[src/rtl/mb32_share_arbiter.sv]
// rtl/mb32_share_arbiter.sv - round-robin sharing of one pipelined multiplier among NREQ requesters; optional MB32_ARB_PERF_EN adds grant_cnt
module mb32_share_arbiter #(
    parameter int WIDTH = 32,
    parameter int NREQ  = 4,
    parameter int LAT   = 3,
    parameter int IDW   = 2
) (
    input  logic                  CLK,
    input  logic                  RST,
    input  logic [NREQ-1:0]       req_valid,
    input  logic [NREQ*WIDTH-1:0] req_x,
    input  logic [NREQ*WIDTH-1:0] req_y,
    output logic [NREQ-1:0]       req_ready,
    output logic [WIDTH-1:0]      mx,
    output logic [WIDTH-1:0]      my,
    input  logic [2*WIDTH-1:0]    product,
    output logic                  rsp_valid,
    output logic [IDW-1:0]        rsp_id,
    output logic [2*WIDTH-1:0]    rsp_product,
    input  logic                  pause_req,
    output logic                  paused,
    output logic                  busy
`ifdef MB32_ARB_PERF_EN
    ,
    output logic [NREQ*16-1:0]    grant_cnt
`endif
);

    typedef enum logic [1:0] {
        ST_RUN    = 2'd0,
        ST_DRAIN  = 2'd1,
        ST_PAUSED = 2'd2
    } state_t;

    state_t             r_state;
    logic               r_paused;
    logic [IDW-1:0]     r_rr;
    logic [WIDTH-1:0]   r_mx;
    logic [WIDTH-1:0]   r_my;
    logic [LAT-1:0]     r_vpipe;
    logic [IDW-1:0]     r_idpipe [LAT];

    logic               w_gnt;
    logic [NREQ-1:0]    w_ready;
    logic [IDW-1:0]     w_gnt_id;
    logic [WIDTH-1:0]   w_gx;
    logic [WIDTH-1:0]   w_gy;
    logic [IDW-1:0]     w_rr_next;
    logic               w_busy;

    // Round-robin search from the pointer; a pause request blocks the grant in the same cycle
    always_comb begin
        int idx;
        idx      = 0;
        w_gnt    = 1'b0;
        w_ready  = '0;
        w_gnt_id = '0;
        w_gx     = '0;
        w_gy     = '0;
        if (r_state == ST_RUN && !pause_req) begin
            for (int j = 0; j < NREQ; j++) begin
                idx = int'(r_rr) + j;
                if (idx >= NREQ) idx = idx - NREQ;
                if (!w_gnt && req_valid[idx]) begin
                    w_gnt        = 1'b1;
                    w_ready[idx] = 1'b1;
                    w_gnt_id     = IDW'(idx);
                    w_gx         = req_x[idx*WIDTH +: WIDTH];
                    w_gy         = req_y[idx*WIDTH +: WIDTH];
                end
            end
        end
    end

    assign w_rr_next = (w_gnt_id == IDW'(NREQ-1)) ? '0 : w_gnt_id + 1'b1;
    assign w_busy    = |r_vpipe;

    // Operand registers, rr pointer and the valid/id tag pipe that tracks the multiplier
    always_ff @(posedge CLK) begin
        if (!RST) begin
            r_mx    <= '0;
            r_my    <= '0;
            r_rr    <= '0;
            r_vpipe <= '0;
            for (int i = 0; i < LAT; i++) r_idpipe[i] <= '0;
        end else begin
            for (int i = LAT-1; i > 0; i--) begin
                r_vpipe[i]  <= r_vpipe[i-1];
                r_idpipe[i] <= r_idpipe[i-1];
            end
            r_vpipe[0] <= w_gnt;
            if (w_gnt) begin
                r_mx        <= w_gx;
                r_my        <= w_gy;
                r_idpipe[0] <= w_gnt_id;
                r_rr        <= w_rr_next;
            end
        end
    end

    // Pause/drain FSM: stop issuing, wait for the pipe to empty, then report paused
    always_ff @(posedge CLK) begin
        if (!RST) begin
            r_state  <= ST_RUN;
            r_paused <= 1'b0;
        end else begin
            case (r_state)
                ST_RUN: begin
                    if (pause_req) r_state <= ST_DRAIN;
                end
                ST_DRAIN: begin
                    if (!pause_req) begin
                        r_state <= ST_RUN;
                    end else if (!w_busy) begin
                        r_state  <= ST_PAUSED;
                        r_paused <= 1'b1;
                    end
                end
                ST_PAUSED: begin
                    if (!pause_req) begin
                        r_state  <= ST_RUN;
                        r_paused <= 1'b0;
                    end
                end
                default: begin
                    r_state  <= ST_RUN;
                    r_paused <= 1'b0;
                end
            endcase
        end
    end

`ifdef MB32_ARB_PERF_EN
    logic [NREQ*16-1:0] r_grant_cnt;

    // Saturating per-requester grant counters, cleared when leaving the paused state
    always_ff @(posedge CLK) begin
        if (!RST) begin
            r_grant_cnt <= '0;
        end else if (r_paused && !pause_req) begin
            r_grant_cnt <= '0;
        end else begin
            for (int i = 0; i < NREQ; i++) begin
                if (w_ready[i] && r_grant_cnt[i*16 +: 16] != 16'hFFFF)
                    r_grant_cnt[i*16 +: 16] <= r_grant_cnt[i*16 +: 16] + 16'd1;
            end
        end
    end

    assign grant_cnt = r_grant_cnt;
`endif

    assign req_ready   = w_ready;
    assign mx          = r_mx;
    assign my          = r_my;
    assign rsp_valid   = r_vpipe[LAT-1];
    assign rsp_id      = r_idpipe[LAT-1];
    assign rsp_product = product;
    assign paused      = r_paused;
    assign busy        = w_busy;

endmodule
[config.mk]
export PLATFORM = sky130hd
export DESIGN_NAME = mb32_share_arbiter
export DESIGN_NICKNAME = d
export VERILOG_FILES = /design/src/rtl/mb32_share_arbiter.sv
export SDC_FILE = /design/constraint.sdc
export NUM_CORES = 1
export LEC_CHECK = 0
export CAP_MARGIN = 20
export CORE_AREA = 2 2 178 180
export DETAILED_ROUTE_END_ITERATION = 12
export DIE_AREA = 0 0 180 182
export PLACE_DENSITY = 0.69
export SYNTH_ARGS = -nofsm -noshare
export SYNTH_HDL_FRONTEND = slang
export SYNTH_SLANG_ARGS = --single-unit
[constraint.sdc]
create_clock -name CLK -period 4.6 [get_ports CLK]
set_input_delay 0.92 -clock CLK [delete_from_list [all_inputs] [get_ports CLK]]
set_output_delay 0.92 -clock CLK [all_outputs]
set_load 0.02 [all_outputs]
==> run_results.csv, run 1 <==
group,metric,value,unit
status,status,"finished clean",
routing,drt-initial-drc-count,936,
worst_setup_path,required,3680,ps
yosys,yosys.area_share.simple,5.92,%
routing,via_per_inst,6.65,
worst_setup_path,crit_path_frequent_cell,"clkdlybuf4s50_1",
yosys,synth.area.top_cells,"mux4_2, dfxtp_1, mux2i_1",
grt,gr-total-overflow,0,
die,rows,65,
die,chipHeight,182,um
yosys,synth_compound_area_share,21.0,%
yosys,ys_seq_elements,78,
yosys,synth-async-reset-ratio,0,%
sta,fin_crit,4340,ps
grt,antenna_found_initial,1,
worst_setup_path,crit_arrival,3420,ps
worst_setup_path,cp_max_fo,8,
yosys,ys_warn_count,0,
clocking,cts_root_buf,"clkbuf_16",
routing,vias,11400,
finish,multi_input_area,9040,um^2
yosys,ys_types,43,
worst_setup_path,cp_slowest_cell,"clkdlybuf4s50_1",
finish,final_core_util,48.7,%
grt,grt_max_degree,166,
sta,fin_tns_setup,0,ps
yosys,yosysSeqAreaShare,13.8,%
clocking,numCtsBuffers,9,
clocking,ctsLongestPathBuffers,2,
die,dieArea,32800,um^2
finish,fillers,2814,
die,initial_core_util,37.8,%
yosys,synth_edf_count,6,
sta,timing.fmax,230,MHz
flow_run,cap_violations,0,
yosys,yosys-mux-area-fraction,48.8,%
die,fp.coreArea,31000,um^2
finish,final_cells,1713,
worst_setup_path,path_class,"in2out",
placement,io_buffers,335,
die,die_width,180,um
yosys,synth_xor_area_share,0.0748,%
power_and_ir_drop,leakagePower,4.82,nW
clocking,htree_levels,3,
finish,seq_area,1630,um^2
routing,antenna_left,0,
worst_setup_path,setup.worst_path.end_class,"output pin",
yosys,avgSynthCellArea,10.3,um^2
finish,nNetsFinal,1639,
clocking,ctsHoldBuffers,0,
grt,grt_pass1_wl,61.6,mm
sta,relSlewSlack,22.5,%
yosys,synth_top_family_by_area,"multiplexers",
worst_hold_path,hold_path.class,"reg2reg",
yosys,syn_inst,1138,
sta,fin_crit_sh,94.4,%
routing,wl,40.1,mm
yosys,synth.cell_area,11700,um^2
sta,finalSetupViolCount,0,
grt,grt_pass1_vias,11000,
placement,place.gp.congestion,0.802,
placement,place_inst,1696,
sta,fin_skew,11.6,ps
finish,drive_gt1_share,18.9,%
power_and_ir_drop,max-vdd-ir-drop,0.000210,V
power_and_ir_drop,p_total,4.95,mW
placement,place_hpwl,25.2,mm
sta,rsz0062_at_grt,"no",
finish,area_growth_syn_to_layout,28.9,%
yosys,synth_fa_ha_area_share,0.748,%
clocking,clk_pin_slew,70,ps
clocking,post-cts-setup-buffers,0,
yosys,synth.top_cell.area_share,37.7,%
clocking,clkSinkCount,78,
worst_setup_path,cp_cell_sequence,"clkdlybuf4s50_1 -> mux4_2 -> or2_4 -> nor2_2 -> a22oi_1 -> a21oi_1 -> clkdlybuf4s50_1",
power_and_ir_drop,power.density,328,nW/um^2
yosys,synth_area_leader_cell,"mux4_2",
clocking,cts_tree,"built",
yosys,synth_ff_type,"dfxtp_1",
worst_setup_path,cp-start-kind,"primary input",
routing,dr.pass1.iters,5,
die,ios,464,
worst_setup_path,slowest_delay,620,ps
sta,finalHoldViolCount,0,
clocking,insertion_delay,350,ps
routing,drc,0,
grt,grt_usage,23.4,%
routing,routedWlPerCell,23.4,um
sta,tightest_slew,1160,ps
sta,report.final.slew_viol_count,0,
worst paths after layout:
kind / start / endpoint / slack (ps) / cells past startpoint
worst max-delay path: req_valid[2] / req_ready[0] / 260 / 7
worst min-delay path: r_vpipe[1] / r_vpipe[2] / 450 / 1
worst max register to register: r_rr[0] / r_idpipe[0][0] / 1260 / 9
worst min register to register: r_vpipe[1] / r_vpipe[2] / 450 / 1
repair_timing:
item | 4_1_cts | 5_1_grt
hold endpoints to repair | 0 | 0
resized for setup | 0 | 1
setup endpoints to repair | 0 | 1
cell type report:
type	instances	area share, %
Antenna cell	1	0.0166
Clock buffer	9	1.49
Clock inverter	7	0.680
Inverter	7	0.174
Multi-Input combinational cell	853	59.8
Sequential cell	78	10.8
Tap cell	402	3.33
Timing Repair Buffer	356	23.7
layer usage:
metal | GRT usage [%] | share of wire (%) | up-vias
met5 | 0 | 0 | -
met4 | 9.37 | 2.7 | 0
met2 | 38.9 | 49 | 629
met3 | 3.83 | 8.2 | 92
li1 | - | - | 4934
met1 | 30.6 | 40 | 5729
cells by family after synthesis:
family	after synthesis
muxes	326
DFF	78
adders and majority gates	7
buffers and inverters	210
AOI/OAI and AO/OA	349
and+or+nand+nor	166
other	1
xor gates and xnor gates	1
Yosys cell counts (2+ instances only):
cell / count
buf_6: 5
inv_1: 7
nor2b_1: 4
a221o_1: 2
o221ai_1: 64
nand2_1: 71
ha_1: 7
o211ai_1: 2
nand2b_1: 3
edfxtp_1: 6
nor2_1: 69
nand3b_1: 2
o21ai_0: 5
a32o_1: 2
clkbuf_1: 92
a22o_1: 64
a21oi_1: 135
mux4_2: 196
and2_1: 8
a22oi_1: 2
or2_2: 2
buf_4: 72
dfxtp_1: 72
o31ai_1: 64
o211a_1: 2
nor3_1: 2
buf_1: 12
buf_2: 22
mux2i_1: 130
registers in the layout, summed over array words and instances, names as in the netlist:
signal	cells
r_vpipe	3
paused	1
r_idpipe	6
my	32
r_state	2
mx	32
r_rr	2
layout by cell type, fill, tap and decap left out, drive strengths merged, types with 2 or more instances in the layout:
| master | n |
|---|---|
| clkdlybuf4s50 | 335 |
| mux4 | 196 |
| a21oi | 135 |
| mux2i | 130 |
| dfxtp | 72 |
| nand2 | 71 |
| nor2 | 69 |
| o221ai | 64 |
| o31ai | 64 |
| a22o | 64 |
| buf | 21 |
| inv | 11 |
| clkbuf | 9 |
| and2 | 8 |
| ha | 7 |
| edfxtp | 6 |
| o21ai | 5 |
| conb | 4 |
| nor2b | 4 |
| nand2b | 3 |
| or2 | 3 |
| a221o | 2 |
| a22oi | 2 |
| nor3 | 2 |
| nand3b | 2 |
| o211ai | 2 |
| o211a | 2 |
| bufinv | 2 |
| a32o | 2 |
| a211oi | 2 |
power by group:
group / switching, mW / internal (mW)
Sequential: 0.0867 / 0.799
Combinational: 1.64 / 1.59
Clock: 0.345 / 0.485
Total: 2.08 / 2.87
critical path: cells and delay by family:
family / cells / cell delay, ps
buffers and inverters: 2 / 1160
AND/OR/NAND/NOR: 2 / 460
AO/OA/AOI/OAI: 2 / 270
multiplexers: 1 / 610
metrics by stage:
stage / hold slack [ps] / worst slack (ps) / area, um^2
after floorplan: 431 / 278 / 11700
final: 454 / 256 / 15100
after detailed placement: 443 / 185 / 14800
after global placement: 440 / 235 / 14800
after global routing: 475 / 103 / 15100
after CTS: 456 / 181 / 15100
(Power assumes the default switching activity.)
==> inputs of run 2 (changes only) <==
CAP_MARGIN = unset   (was 20)
==> results of run 2 <==
The final DEF is identical to that of run 1; final timing and power are the same.
==> inputs of run 3 (changes only) <==
CORE_AREA = 4 4 180 182   (was 2 2 178 180)
DIE_AREA = 0 0 184 186   (was 0 0 180 182)
SETUP_SLACK_MARGIN = 0.3   (was unset)
==> run_results.csv, run 3 (synthesis gave the netlist of run 1 again) <==
group,metric,value,unit
die,chipHeight,186,um
worst_setup_path,cp_slowest_cell,"mux4_2",
power_and_ir_drop,p_clk_share,15.7,%
placement,place_inst,1694,
worst_hold_path,hold_path.class,"reg2reg",
worst_setup_path,cp_max_fo,8,
clocking,cts_root_buf,"clkbuf_16",
worst_hold_path,min-delay-start,"r_vpipe[1]",
worst_setup_path,path_class,"in2out",
routing,antenna_left,0,
power_and_ir_drop,p_int,2.83,mW
sta,relSlewSlack,27.2,%
routing,routedWlPerCell,24.0,um
clocking,insertion_delay,340,ps
grt,grt_max_degree,156,
sta,holdWs,468,ps
power_and_ir_drop,seqPwrFrac,17.9,%
die,ios,464,
power_and_ir_drop,max-vdd-ir-drop,0.000319,V
flow_run,cap_violations,0,
clocking,htree_levels,3,
finish,nNetsFinal,1646,
worst_setup_path,rr_startpoint,"r_rr[0]",
finish,final_cell_mix,"clkdlybuf4s50_1, mux4_2, a21oi_1",
routing,via_per_inst,6.63,
sta,fin_crit_sh,88.5,%
sta,finalSetupViolCount,0,
clocking,numCtsBuffers,9,
clocking,clkSinkCount,78,
sta,fin_tns_setup,0,ps
placement,place.gp.congestion,0.813,
power_and_ir_drop,switching_power,2.08,mW
routing,dr.pass1.iters,5,
sta,fin_crit,4070,ps
die,initial_core_util,38.3,%
finish,drive_gt1_share,19.4,%
worst_setup_path,cp_cell_sequence,"clkdlybuf4s50_1 -> mux4_2 -> or2_4 -> nor2_2 -> a22oi_1 -> a21oi_1 -> dlygate4sd2_1",
worst_setup_path,required,3680,ps
worst_setup_path,crit_path_start,"req_valid[2]",
grt,grt_usage,22.7,%
sta,fin_skew,10.5,ps
finish,area_growth_syn_to_layout,29.3,%
worst_setup_path,cp-start-kind,"primary input",
sta,tightest_slew,1090,ps
grt,grt_pass1_wl,62.5,mm
sta,rsz0062_at_grt,"no",
worst_setup_path,crit_arrival,3150,ps
sta,timing.fmax,246,MHz
worst_setup_path,slowest_delay,610,ps
placement,place_hpwl,27.2,mm
routing,vias,11400,
worst_setup_path,setup.worst_path.end_class,"output pin",
finish,final_common_cell,"clkdlybuf4s50_1",
routing,wl,41.1,mm
die,fp.coreArea,30600,um^2
die,rows,64,
sta,finalHoldViolCount,0,
die,dieArea,34200,um^2
power_and_ir_drop,switching_share,42.4,%
power_and_ir_drop,power.density,324,nW/um^2
clocking,ctsLongestPathBuffers,2,
placement,io_buffers,335,
sta,report.final.slew_viol_count,0,
status,status,"finished clean",
routing,drc,0,
finish,final_cells,1714,
grt,grt_pass1_vias,10900,
power_and_ir_drop,combPwrFrac,66.4,%
routing,drt-initial-drc-count,954,
die,die_width,184,um
grt,gr-total-overflow,0,
clocking,cts_tree,"built",
clocking,clk_pin_slew,70,ps
power_and_ir_drop,leakagePower,4.89,nW
grt,antenna_found_initial,0,
[run 3: cell types whose count changed in the layout (fill, tap and decap cells not counted), sizes merged]
cell,delta
buf,+7
clkdlybuf4s50,-4
bufinv,-1
clkinvlp,+2
inv,-1
dlymetal6s2s,+3
dlygate4sd2,+1
[run 3: area by class of cell]
class	count	area (um^2)
Fill cell	2764	15400
Multi-Input combinational cell	853	9040
Timing Repair Buffer	363	3640
Sequential cell	78	1630
Tap cell	396	495
Clock buffer	9	225
Clock inverter	7	78.8
Inverter	7	26.3
Antenna cell	1	2.50
[run 3: path summary, 6_finish.rpt]
kind                  end  slack, ps  cells past startpoint
max          req_ready[0]        530                      7
min            r_vpipe[2]        470                      1
max reg2reg        my[16]       1190                      9
min reg2reg    r_vpipe[2]        470                      1
[run 3: per-layer routing]
layer / GRT usage [%] / routed length [um] / vias up
li1: - / - / 4943
met1: 29.9 / 16000 / 5732
met2: 38.3 / 20400 / 617
met3: 3.99 / 3630 / 71
met4: 7.28 / 1080 / 0
met5: 0 / 0 / -
[run 3: repair_timing]
item	CTS	global route
endpoints found under the hold margin	0	0
resized for setup	2	4
pin swaps	0	0
gates cloned	0	0
endpoints found under the setup margin	4	3
buffers inserted	0	3
hold buffers	0	0
[run 3: critical path: cells and delay by family]
family	cells	cell delay (ps)
buffers and inverters	2	890
muxes	1	610
and+or+nand+nor	2	490
AOI/OAI and AO/OA	2	260
[run 3: metrics by stage]
stage / total power [mW] / area [um^2] / util (%) / setup slack, ps
2_1_floorplan: 3.18 / 11700 / - / 438
3_3_place_gp: 4.08 / 14800 / 48.4 / 215
3_5_place_dp: 4.13 / 14800 / 48.4 / 191
4_1_cts: 4.93 / 15100 / 49.4 / 308
5_1_grt: 5.22 / 15100 / 49.5 / 444
6_report: 4.91 / 15100 / 49.5 / 528
[run 3: power groups by stage]
stage                     clock network [mW]  logic (mW)  registers [mW]
after CTS                              0.800        3.25           0.877
after global routing                   0.825        3.50           0.891
after global placement                     0        3.19           0.892
after detailed placement                   0        3.24           0.891
final                                  0.771        3.26           0.878
after floorplan                            0        2.18           0.994
